## src/rtl/match_extend_ctrl.sv

```systemverilog
// Match-length extension sequencer: issues chunked compare rounds starting past the
// verified prefix, accumulates first-mismatch lengths, and saturates at MAX_MATCH_LEN.
module match_extend_ctrl #(
  parameter int MASK_WIDTH      = 14,
  parameter int MATCH_LEN_WIDTH = 8,
  parameter int MAX_MATCH_LEN   = 255,
  parameter int ADDR_WIDTH      = 16,
  parameter int ROUND_WIDTH     = 5
) (
  input  logic                       clk,
  input  logic                       rst_n,
  input  logic                       req_valid,
  output logic                       req_ready,
  input  logic [ADDR_WIDTH-1:0]      req_head_addr,
  input  logic [ADDR_WIDTH-1:0]      req_hist_addr,
  input  logic [MATCH_LEN_WIDTH-1:0] req_init_len,
  output logic                       cmp_req_valid,
  input  logic                       cmp_req_ready,
  output logic [ADDR_WIDTH-1:0]      cmp_req_head_addr,
  output logic [ADDR_WIDTH-1:0]      cmp_req_hist_addr,
  input  logic                       cmp_rsp_valid,
  output logic                       cmp_rsp_ready,
  input  logic [MASK_WIDTH-1:0]      cmp_rsp_bitmask,
  output logic                       rsp_valid,
  input  logic                       rsp_ready,
  output logic [MATCH_LEN_WIDTH-1:0] rsp_match_len,
  output logic                       rsp_saturated,
  output logic [ROUND_WIDTH-1:0]     rsp_rounds
);

  localparam int CW = $clog2(MASK_WIDTH + 1);
  localparam logic [MATCH_LEN_WIDTH:0]   MAX_LEN_W = (MATCH_LEN_WIDTH+1)'(MAX_MATCH_LEN);
  localparam logic [MATCH_LEN_WIDTH-1:0] MAX_LEN   = MATCH_LEN_WIDTH'(MAX_MATCH_LEN);
  localparam logic [ADDR_WIDTH-1:0]      STRIDE    = ADDR_WIDTH'(MASK_WIDTH);
  localparam logic [CW-1:0]              FULL_CHK  = CW'(MASK_WIDTH);
  localparam logic [ROUND_WIDTH-1:0]     ROUND_MAX = {ROUND_WIDTH{1'b1}};

  typedef enum logic [1:0] {
    ST_IDLE  = 2'd0,
    ST_ISSUE = 2'd1,
    ST_WAIT  = 2'd2,
    ST_DONE  = 2'd3
  } state_t;

  state_t                     r_state, w_state_nxt;
  logic [MATCH_LEN_WIDTH-1:0] r_len, w_len_nxt;
  logic                       r_sat, w_sat_nxt;
  logic [ROUND_WIDTH-1:0]     r_rounds, w_rounds_nxt;
  logic [ADDR_WIDTH-1:0]      r_head_ptr, w_head_ptr_nxt;
  logic [ADDR_WIDTH-1:0]      r_hist_ptr, w_hist_ptr_nxt;
  logic [CW-1:0]              w_chunk;
  logic [MATCH_LEN_WIDTH:0]   w_sum;

  // Same first-mismatch rule as the match length encoder: lowest zero bit wins.
  function automatic logic [CW-1:0] first_zero(input logic [MASK_WIDTH-1:0] mask);
    logic [CW-1:0] idx;
    idx = CW'(MASK_WIDTH);
    for (int i = MASK_WIDTH - 1; i >= 0; i--) begin
      if (!mask[i]) begin
        idx = CW'(i);
      end else begin
        idx = idx;
      end
    end
    return idx;
  endfunction

  assign w_chunk = first_zero(cmp_rsp_bitmask);
  assign w_sum   = {1'b0, r_len} + (MATCH_LEN_WIDTH+1)'(w_chunk);

  // Next-state and datapath update.
  always_comb begin
    w_state_nxt    = r_state;
    w_len_nxt      = r_len;
    w_sat_nxt      = r_sat;
    w_rounds_nxt   = r_rounds;
    w_head_ptr_nxt = r_head_ptr;
    w_hist_ptr_nxt = r_hist_ptr;
    case (r_state)
      ST_IDLE: begin
        if (req_valid) begin
          w_rounds_nxt   = {ROUND_WIDTH{1'b0}};
          w_head_ptr_nxt = req_head_addr + ADDR_WIDTH'(req_init_len);
          w_hist_ptr_nxt = req_hist_addr + ADDR_WIDTH'(req_init_len);
          if ({1'b0, req_init_len} >= MAX_LEN_W) begin
            w_len_nxt   = MAX_LEN;
            w_sat_nxt   = 1'b1;
            w_state_nxt = ST_DONE;
          end else begin
            w_len_nxt   = req_init_len;
            w_sat_nxt   = 1'b0;
            w_state_nxt = ST_ISSUE;
          end
        end else begin
          w_state_nxt = ST_IDLE;
        end
      end
      ST_ISSUE: begin
        if (cmp_req_ready) begin
          w_rounds_nxt = (r_rounds == ROUND_MAX) ? r_rounds : r_rounds + {{(ROUND_WIDTH-1){1'b0}}, 1'b1};
          w_state_nxt  = ST_WAIT;
        end else begin
          w_state_nxt = ST_ISSUE;
        end
      end
      ST_WAIT: begin
        // Saturation is checked before mismatch so a clamped result is always flagged.
        if (cmp_rsp_valid) begin
          if (w_sum >= MAX_LEN_W) begin
            w_len_nxt   = MAX_LEN;
            w_sat_nxt   = 1'b1;
            w_state_nxt = ST_DONE;
          end else if (w_chunk < FULL_CHK) begin
            w_len_nxt   = w_sum[MATCH_LEN_WIDTH-1:0];
            w_state_nxt = ST_DONE;
          end else begin
            w_len_nxt      = w_sum[MATCH_LEN_WIDTH-1:0];
            w_head_ptr_nxt = r_head_ptr + STRIDE;
            w_hist_ptr_nxt = r_hist_ptr + STRIDE;
            w_state_nxt    = ST_ISSUE;
          end
        end else begin
          w_state_nxt = ST_WAIT;
        end
      end
      ST_DONE: begin
        if (rsp_ready) begin
          w_state_nxt = ST_IDLE;
        end else begin
          w_state_nxt = ST_DONE;
        end
      end
      default: begin
        w_state_nxt = ST_IDLE;
      end
    endcase
  end

  // State and datapath registers.
  always_ff @(posedge clk or negedge rst_n) begin
    if (!rst_n) begin
      r_state    <= ST_IDLE;
      r_len      <= {MATCH_LEN_WIDTH{1'b0}};
      r_sat      <= 1'b0;
      r_rounds   <= {ROUND_WIDTH{1'b0}};
      r_head_ptr <= {ADDR_WIDTH{1'b0}};
      r_hist_ptr <= {ADDR_WIDTH{1'b0}};
    end else begin
      r_state    <= w_state_nxt;
      r_len      <= w_len_nxt;
      r_sat      <= w_sat_nxt;
      r_rounds   <= w_rounds_nxt;
      r_head_ptr <= w_head_ptr_nxt;
      r_hist_ptr <= w_hist_ptr_nxt;
    end
  end

  assign req_ready         = (r_state == ST_IDLE);
  assign cmp_req_valid     = (r_state == ST_ISSUE);
  assign cmp_rsp_ready     = (r_state == ST_WAIT);
  assign rsp_valid         = (r_state == ST_DONE);
  assign cmp_req_head_addr = r_head_ptr;
  assign cmp_req_hist_addr = r_hist_ptr;
  assign rsp_match_len     = r_len;
  assign rsp_saturated     = r_sat;
  assign rsp_rounds        = r_rounds;

endmodule

```

## config.mk

```make
export PLATFORM = sky130hd
export DESIGN_NAME = match_extend_ctrl
export DESIGN_NICKNAME = d
export VERILOG_FILES = /design/src/rtl/match_extend_ctrl.sv
export SDC_FILE = /design/constraint.sdc
export NUM_CORES = 1
export LEC_CHECK = 0
export ABC_AREA = 1
export BUFFER_PORTS_ARGS = -buffer_cell sky130_fd_sc_hd__buf_2
export CORE_MARGIN = 2
export CORE_UTILIZATION = 55
export DETAILED_ROUTE_END_ITERATION = 8
export PLACE_DENSITY = 0.84
export SYNTH_ARGS = -nofsm -noshare
export SYNTH_HDL_FRONTEND = slang
export SYNTH_SLANG_ARGS = --single-unit
```

## constraint.sdc

```tcl
create_clock -name clk -period 2.54 [get_ports clk]
set_clock_uncertainty 0.1 [all_clocks]
set_input_delay 0.254 -clock clk [delete_from_list [all_inputs] [get_ports clk]]
set_output_delay 0.254 -clock clk [all_outputs]
set_load 0.02 [all_outputs]
```

# ---- After elaboration in Yosys (flattened, before gate mapping)
# Cells that the tools add are included.
dict set report word_totals {
  reg_bits 48
  word_cells 79
}
dict set report classes {
  eq_ne 11
  magnitude_cmp 3
  add_sub_neg 6
  reduce_logical 7
  n_mux 46
}
# cell count
set op_table {}
lappend op_table {{16-bit 2-to-1 mux} 8}
lappend op_table {{16-bit one-hot mux with 2 select lines} 2}
lappend op_table {{4-bit 2-to-1 mux} 12}
lappend op_table {{16-bit by 4-bit adder with 16-bit output, second input constant} 2}
lappend op_table {{16-bit by 8-bit adder with 16-bit output} 2}
lappend op_table {{8-bit 2-to-1 mux} 4}
lappend op_table {{2-bit 2-to-1 mux} 9}
lappend op_table {{8-bit one-hot mux with 2 select lines} 1}
lappend op_table {{5-bit 2-to-1 mux} 3}
lappend op_table {{2-bit != test, second input constant} 5}
lappend op_table {{5-bit one-hot mux with 2 select lines} 1}
lappend op_table {{8-bit by 4-bit adder with 9-bit output} 1}
lappend op_table {{9-bit by 8-bit >= comparator with 1-bit output, second input constant} 1}
lappend op_table {{8-bit >= comparator, second input constant} 1}
lappend op_table {{2-bit one-hot mux with 4 select lines} 1}
lappend op_table {{4-bit AND reduction} 2}
lappend op_table {{5-bit by 1-bit adder with 5-bit output, second input constant} 1}
lappend op_table {{5-bit == test, second input constant} 1}
lappend op_table {{5-bit AND reduction} 1}
lappend op_table {{2-bit == test, second input constant} 2}
lappend op_table {{4-bit < comparator, second input constant} 1}
lappend op_table {{1-bit 2-to-1 mux} 4}
lappend op_table {{2-bit by 1-bit != test with 1-bit output, second input constant} 2}
lappend op_table {{2-bit nonzero test} 2}
lappend op_table {{4 further kinds} 4}

# ---- Longest topological paths before layout
# Gate-level depths: netlist (run 1).
dict set report logic_depth {
  depth_word 19
  ltp_mapped 28
  depth_no_buf 27
}

# ---- Worst setup path after synthesis (run 1)
# Ideal clock, no wire load.
dict set report synth_timing {
  path_type {input to register}
  start {in cmp_rsp_bitmask[12]}
  end {reg r_head_ptr[9], in the netlist cmp_req_head_addr[9]}
  path_stages 28
  n_path_buf 1
  slack_ns -0.304
  arrival_time_ns 2.626
  setup_time_ns 0.118
  path_cell_list {inv_1 o21ai_0 a21boi_0 o21ai_0 nand2_1 nand2_1 nand2_1 nand2_1 nand2_1 a21boi_0 ha_1 inv_1 fa_1 inv_1 nand3_1 nand2_1 nand2_1 nand2_1 inv_2 nand2_1 nor2_1 nand2_1 nand3_1 nand2_2 nand2_1 buf_4 nand2_1 nand2_1}
}
dict set report synth_between {
  elab_chain_cells 17
  word_cells_on_any_way 19
  cone_classes {1 x add/sub; 2 x order compare; 2 x eq/ne; 13 x mux; 1 x reduce/logical}
}
# item line
set synth_rtl {}
lappend synth_rtl {{start, declared} 23} ;# input logic [MASK_WIDTH-1:0] cmp_rsp_bitmask,
lappend synth_rtl {{2-bit 2-to-1 mux (*)} 59} ;# if (!mask[i]) begin
lappend synth_rtl {{4-bit 2-to-1 mux (*) (12 in a row)} 59}
lappend synth_rtl {{8-bit by 4-bit adder with 9-bit output} 69} ;# assign w_sum = {1'b0, r_len} + (MATCH_LEN_WIDTH+1)'(w_chunk);
lappend synth_rtl {{9-bit by 8-bit >= comparator with 1-bit output} 109} ;# if (w_sum >= MAX_LEN_W) begin
lappend synth_rtl {{2-bit != test (no line)} -}
lappend synth_rtl {{5-bit AND reduction (no line) (*)} -}
lappend synth_rtl {{end signal, assigned} 146} ;# r_head_ptr <= {ADDR_WIDTH{1'b0}};
lappend synth_rtl {{end signal, assigned} 153} ;# r_head_ptr <= w_head_ptr_nxt;
lappend synth_rtl {{end, declared} 49} ;# logic [ADDR_WIDTH-1:0] r_head_ptr, w_head_ptr_nxt;
# Mark *: on every way between the ends. The rest lies on a longest branch, timed or not.
# A chain may end at the register's enable or synchronous reset.

# ---- Worst setup path in the final report (run 1)
dict set report layout_timing {
  start {in cmp_rsp_bitmask[13]}
  end {reg r_hist_ptr[6], in the netlist cmp_req_hist_addr[6]}
}
dict set report layout_between {
  elab_chain_cells 18
  word_cells_on_any_way 20
  cone_classes {1 x add/sub; 2 x order compare; 2 x eq/ne; 14 x mux; 1 x reduce/logical}
}
# item line
set layout_rtl {}
lappend layout_rtl {{2-bit 2-to-1 mux (*) (2 in a row)} 59}
lappend layout_rtl {{4-bit 2-to-1 mux (*) (12 in a row)} 59}
lappend layout_rtl {{8-bit by 4-bit adder with 9-bit output} 69}
lappend layout_rtl {{9-bit by 8-bit >= comparator with 1-bit output} 109}
lappend layout_rtl {{2-bit != test (no line)} -}
lappend layout_rtl {{5-bit AND reduction (no line) (*)} -}
lappend layout_rtl {{end signal, assigned} 147} ;# r_hist_ptr <= {ADDR_WIDTH{1'b0}};
lappend layout_rtl {{end signal, assigned} 154} ;# r_hist_ptr <= w_hist_ptr_nxt;
lappend layout_rtl {{end, declared} 50} ;# logic [ADDR_WIDTH-1:0] r_hist_ptr, w_hist_ptr_nxt;
# Marks and branches as above.

==> impl_results.md, run 1 <==
- Fin Setup TNS: -4530 ps
- Min cycle time layout: 2700 ps
- Top cell by count, worst path: nand2_1
- DRC errors left: 0
- Number of antenna violations at the first check in global routing: 0
- Area delta synth->final: 24.1%
- Ant. Diodes: 0
- Gpl congestion: between 0.9 and 1
- Mapped Cells: ~730
- Highest fanout seen on the critical path: 9
- Cell with the most instances after synthesis: nand2_1
- Worst slew margin: 0.583
- Port-buffer cells: roughly 110
- CTS tree: done
- FF-to-FF Start: rsp_match_len[0]$_DFFE_PN0P_
- FF-to-FF End: cmp_req_hist_addr[6]$_DFFE_PN0P_
- Critical Path RT: ~2700 ps
- GRT Overall Usage: 0.297
- Wirelength per Cell: about 14 um
- Avg Inst Size Synth: ~6.2 um^2
- Die area: approximately 0.0090 mm^2
- Max frequency: 0.370 GHz
- Die Ht: 94.6 um
- Final setup viols: 37
- Core box area: around 0.008 mm^2
- TritonCTS Buffers: 5
- Placed cell areas: around 0.0053 mm^2
- Clock tree root buffer cell: clkbuf_8
- Worst Tran Pin Value: about 630 ps
- Final period utilization: 1.06
- Share of layout cells above drive strength 1: 0.209
- Starting Density: 0.558
- CP Launch Type: input pin
- Mapped Area: 0.00452 mm^2
- Routed WL: roughly 13,000 um
- Critical path type: in -> reg
- Place WS: -587 ps
- Clock Tree Buf Depth: 2
- Maxcap violations: 0
- Initial DRC count: between 200 and 300
- Number of flops mapped to enable cells by yosys: 0
- Vias per inst: around 5.5
- CP Data Arrival Time: ~2800 ps
- Syn nets: between 800 and 900
- Crit path buf inv count: 5
- CP max stage delay: ~380 ps
- Vias in the first global route: between 4,000 and 5,000
- DP Wirelength: about 9700 um
- Clock sink count: 48
- Die width: approximately 95 um
- Remaining Overflow, GRT: 0
- Critical Path Sink: cmp_req_hist_addr[6]$_DFFE_PN0P_
- Yosys cell types: 37
- Pwr dens: 1070 mW/mm^2
- 1st-pass router iterations: 5
- Via count of the routed design: 5,200
- FF-to-FF setup slack: 160 ps
- Failing checks: negative setup slack
- Crit-path leading delay family: simple AND/OR/NAND/NOR gates
- Post-synth top cells: nand2_1 (246), nand3_1 (89), inv_1 (84)
- Setup crit start: cmp_rsp_bitmask[13]
- R2R depth: 18
- Final Hold Vio Count: 0
- Layout Nets: a little over 900
- Slowest-stage cell, CP: fa_2
- Outcome: complete, but fails checks
- H-tree depth: 2
- CTS clk-pin slew, worst paths: 100 ps
- HP Class: in -> reg
- Final WS setup: -164 ps
- Seq/Total Area, Yosys: 0.266
- Worst hold slack: 188 ps
- CP endpoint kind: register
- Post-route ant nets: 0
- FP Rows: 33
- Post-synthesis register bit count: 48
- Yosys top cell by area: dfrtp_1
- Largest net degree at the start of global routing: between 40 and 50
- Async set or reset register ratio after synthesis: 1.00
- Overall power: roughly 6.0 mW
- Area share of the largest cell type after synthesis: 0.266
- Post-route cell area: between 0.005 and 0.006 mm^2
- Fin. max-slew vios: 0
- Ys Warns: 0
- RSZ-0062 raised after global routing: yes
- Clock Latency Late Sink: 310 ps
- LEAKAGE: between 3 and 4 nW
- First-pass GRT wire length: 21,600 um
- Primary FF master, synth: dfrtp_1
- Top cells by area, synth: dfrtp_1 (27%), nand2_1 (20%), nand3_1 (9.9%)
- Critical path depth: 28
- Ports: 110
- Worst vdd rail ir drop: roughly 0.53 mV
==> worst min-delay path, delay by kind of cell <==
kind | cells | cell delay, ps
fa+ha+maj | 1 | 130
buf+inv | 1 | 80
simple gates | 2 | 100
==> placed cells by master (no fill, tap or decap), drive strengths merged <==
master	count
nand2	247
buf	133
nand3	89
inv	86
nor2	52
dfrtp	48
o21ai	48
a21oi	31
ha	24
nand4	18
xor2	12
nor3	10
nand3b	6
clkbuf	6
o21bai	5
or2	5
xnor2	5
fa	3
a21boi	3
a21o	2
o211ai	2
a31oi	2
mux2i	2
a22o	2
nor4	1
o22ai	1
and3	1
o31ai	1
bufinv	1
clkinv	1
dlygate4sd3	1
==> metrics by stage <==
stage          cells  utilization
6_report         953        0.693
5_1_grt          953        0.693
4_1_cts          953        0.684
3_5_place_dp     940        0.656
3_3_place_gp     940        0.656
2_1_floorplan    725            -
==> flip-flops by register name, indices dropped and copies added (netlist names) <==
register           cells
r_state                2
rsp_saturated          1
cmp_req_hist_addr     16
cmp_req_head_addr     16
rsp_rounds             5
rsp_match_len          8
==> repair_timing <==
action	4_1_cts	5_1_grt
hold endpoints to repair	48	0
cloned	1	0
endpoints found under the setup margin	39	40
hold buffers	1	0
setup buffers	3	0
gates resized for setup	16	18
==> cells by family (layout without fill, tap and decap cells) <==
kind of cell | after synthesis | in the layout | synth area share
AO/OA/AOI/OAI | 97 | 97 | 0.118
XOR/XNOR | 17 | 17 | 0.0330
adder cells (fa/ha/maj) | 27 | 27 | 0.0798
buffers and inverters | 105 | 228 | 0.0919
flip-flops | 48 | 48 | 0.266
multiplexers | 2 | 2 | 0.00443
AND/OR/NAND/NOR | 429 | 429 | 0.407
==> final cells by class <==
class,count,area [um^2]
multi-input cells,572,3020
fillers,713,2480
clock inverters,2,38.8
flip-flops and latches,48,1200
inverters,86,330
well taps,105,131
clock buffers,6,82.6
repair buffers,134,808
==> report_power, final <==
part | total, mW | switching [mW] | internal, mW
logic | 3.79 | 2.36 | 1.42
registers | 1.61 | 0.486 | 1.12
clock network | 0.608 | 0.285 | 0.323
==> worst min-delay path by stage <==
stage	depth (start not counted)	endpoint	slack, ps	start
after global placement	2	rsp_rounds[0]$_DFFE_PN0P_	290	rst_n
after floorplan	0	cmp_req_head_addr[0]$_DFFE_PN0P_	-140	rst_n
after global routing	4	cmp_req_head_addr[0]$_DFFE_PN0P_	200	req_head_addr[0]
after CTS	4	cmp_req_hist_addr[0]$_DFFE_PN0P_	180	req_hist_addr[0]
final	4	cmp_req_hist_addr[0]$_DFFE_PN0P_	190	req_hist_addr[0]
after detailed placement	2	rsp_rounds[1]$_DFFE_PN0P_	300	rst_n
==> layer usage <==
layer	global-route usage	wire, um	vias up	share of wire
met5	0	0	-	0
met4	0.122	384	0	0.030
met3	0.0415	868	34	0.067
met2	0.507	6200	178	0.48
met1	0.376	5450	2371	0.42
li1	-	-	2617	-
(Power assumes the default switching activity.)
==> run 2: changes to the inputs <==
--- a/config.mk
+++ b/config.mk
@@ -11,6 +11,7 @@
 export CORE_UTILIZATION = 55
 export DETAILED_ROUTE_END_ITERATION = 8
 export PLACE_DENSITY = 0.84
+export SKIP_CTS_REPAIR_TIMING = 1
 export SYNTH_ARGS = -nofsm -noshare
 export SYNTH_HDL_FRONTEND = slang
 export SYNTH_SLANG_ARGS = --single-unit
==> run 2 against run 1 <==
The flow still finishes with violations (negative setup slack). Routed wire length up 1.9%. Setup slack got worse by 81 ps. Power rose by 2.5%. Cell count stayed put. Hold slack about the same. Combinational power grew 4%. Die area is the same. Fmax down 2.9%.
==> impl_results.md, run 2 (synthesis gave the netlist of run 1 again) <==
- Outcome: complete, but fails checks (unchanged)
- Failing checks: negative setup slack (unchanged)
- Overall power: 6.15 mW (was 6.00 mW)
- Worst hold slack: 188 ps (about the same)
- Post-placement cell count: 940 (unchanged)
- Layout Nets: 934 (unchanged)
- Clock tree root buffer cell: clkbuf_8 (unchanged)
- Highest fanout seen on the critical path: 8 (was 9)
- Pwr dens: 1080 mW/mm^2 (was 1070 mW/mm^2)
- Port-buffer cells: 109 (unchanged)
- Starting Density: 0.558 (unchanged)
- Worst slew margin: 0.578 (was 0.583)
- Worst Tran Pin Value: 633 ps (was 626 ps)
- Vias per inst: 5.48 (was 5.46)
- Ports: 110 (unchanged)
- Final setup viols: 39 (was 37)
- LEAKAGE: 3.18 nW (was 3.16 nW)
- Post-route cell area: 0.00569 mm^2 (was 0.00561 mm^2)
- Die area: 0.00896 mm^2 (unchanged)
- Number of antenna violations at the first check in global routing: 0 (unchanged)
- Critical path type: in -> reg (unchanged)
- CP max stage delay: 430 ps (was 380 ps)
- Die width: 94.6 um (unchanged)
- Fin. max-slew vios: 0 (unchanged)
- Min cycle time layout: 2790 ps (was 2700 ps)
- Share of layout cells above drive strength 1: 0.232 (was 0.209)
- RSZ-0062 raised after global routing: yes (unchanged)
- Post-route ant nets: 0 (unchanged)
- Routed WL: 13,100 um (was 12,900 um)
- Wirelength per Cell: 13.8 um (was 13.5 um)
- Gpl congestion: 0.927 (unchanged)
- Initial DRC count: 220 (was 252)
- H-tree depth: 2 (unchanged)
- Core box area: 0.00809 mm^2 (unchanged)
- Placed cell areas: 0.00531 mm^2 (unchanged)
- Final std cells w/o fill: 953 (unchanged)
- DRC errors left: 0 (unchanged)
- CP endpoint kind: register (unchanged)
- CP Launch Type: input pin (unchanged)
- Vias in the first global route: 4,828 (was 4,874)
- Via count of the routed design: 5,223 (was 5,200)
- Critical Path RT: 2640 ps (was 2650 ps)
- DP Wirelength: 9750 um (unchanged)
- FP Rows: 33 (unchanged)
- Clock sink count: 48 (unchanged)
- Final core utilization: 0.703 (was 0.693)
- Maxcap violations: 0 (unchanged)
- HP Class: in -> reg (unchanged)
- Clock Tree Buf Depth: 2 (unchanged)
- Area delta synth->final: 25.9% (was 24.1%)
- Final period utilization: 1.10 (was 1.06)
- Max frequency: 0.359 GHz (was 0.370 GHz)
- Largest net degree at the start of global routing: 49 (unchanged)
- Most common cell after layout, fill and taps aside: nand2_1 (unchanged)
- Most frequent cells in the layout: nand2_1 (216), buf_2 (107), nand3_1 (86) (was nand2_1 (232), buf_2 (107), nand3_1 (87))
- First-pass GRT wire length: 21,200 um (was 21,600 um)
- TritonCTS Buffers: 5 (unchanged)
- Filler cells: 702 (was 713)
- Remaining Overflow, GRT: 0 (unchanged)
- GRT Overall Usage: 0.291 (was 0.297)
- 1st-pass router iterations: 5 (unchanged)
- Final Hold Vio Count: 0 (unchanged)
- Slowest-stage cell, CP: fa_2 (unchanged)
- FF-to-FF setup slack: 80 ps (was 160 ps)
- Die Ht: 94.6 um (unchanged)
- Ant. Diodes: 0 (unchanged)
- CTS tree: done (unchanged)
- Clock Latency Late Sink: 310 ps (about the same)
- Worst vdd rail ir drop: 0.558 mV (was 0.525 mV)
- CTS clk-pin slew, worst paths: 90 ps (was 100 ps)
- CP Data Arrival Time: 2880 ps (was 2810 ps)
- Top cell by count, worst path: nand2_1 (unchanged)
- Final WS setup: -245 ps (was -164 ps)
[run 2: report_power, final]
part	internal, mW	switching [mW]	leakage, nW	total, mW
Sequential	1.12	0.495	0.601	1.61
Combinational	1.51	2.43	2.51	3.93
Clock	0.323	0.282	0.0614	0.605
Total	2.95	3.20	3.18	6.15
[run 2: worst max-delay path: cells and delay by family]
family | cells | cell delay [ps]
buffers and inverters | 5 | 470
adder cells (fa/ha/maj) | 2 | 620
AO/OA/AOI/OAI | 4 | 410
AND/OR/NAND/NOR | 17 | 1120
[run 2: final cells by class]
cell class | instances | area [um^2] | share of cell area
multi-input combinational | 572 | 3050 | 0.537
sequential | 48 | 1200 | 0.211
timing repair buffer | 134 | 850 | 0.149
inverter | 86 | 330 | 0.0581
tap | 105 | 131 | 0.0231
clock buffer | 6 | 82.6 | 0.0145
clock inverter | 2 | 38.8 | 0.00682
[run 2: path summary, 6_finish.rpt]
kind,to,start,cells after the start
hold reg to reg,cmp_req_head_addr[0]$_DFFE_PN0P_,cmp_req_head_addr[0]$_DFFE_PN0P_,2
setup / recovery,cmp_req_hist_addr[2]$_DFFE_PN0P_,cmp_rsp_bitmask[13],28
max in group asynchronous,cmp_req_hist_addr[2]$_DFFE_PN0P_,rst_n,3
hold / removal,cmp_req_hist_addr[0]$_DFFE_PN0P_,req_hist_addr[0],4
min in group asynchronous,rsp_rounds[1]$_DFFE_PN0P_,rst_n,3
setup reg to reg,cmp_req_hist_addr[2]$_DFFE_PN0P_,rsp_match_len[0]$_DFFE_PN0P_,18
[run 2: per-stage QoR]
step / setup WS, ps / setup TNS [ps]
finish: -245 / -7360
global route: -457 / -16300
CTS: -251 / -8290
detailed placement: -587 / -21310
global placement: -465 / -16900
floorplan: -123 / -3830
[run 2: layer usage]
layer | track usage | vias up | routed length, um | share of wire
met4 | 0.115 | 0 | 348 | 0.026
li1 | - | 2615 | - | -
met5 | 0 | - | 0 | 0
met3 | 0.0399 | 34 | 880 | 0.067
met1 | 0.372 | 2368 | 5580 | 0.42
met2 | 0.496 | 206 | 6330 | 0.48
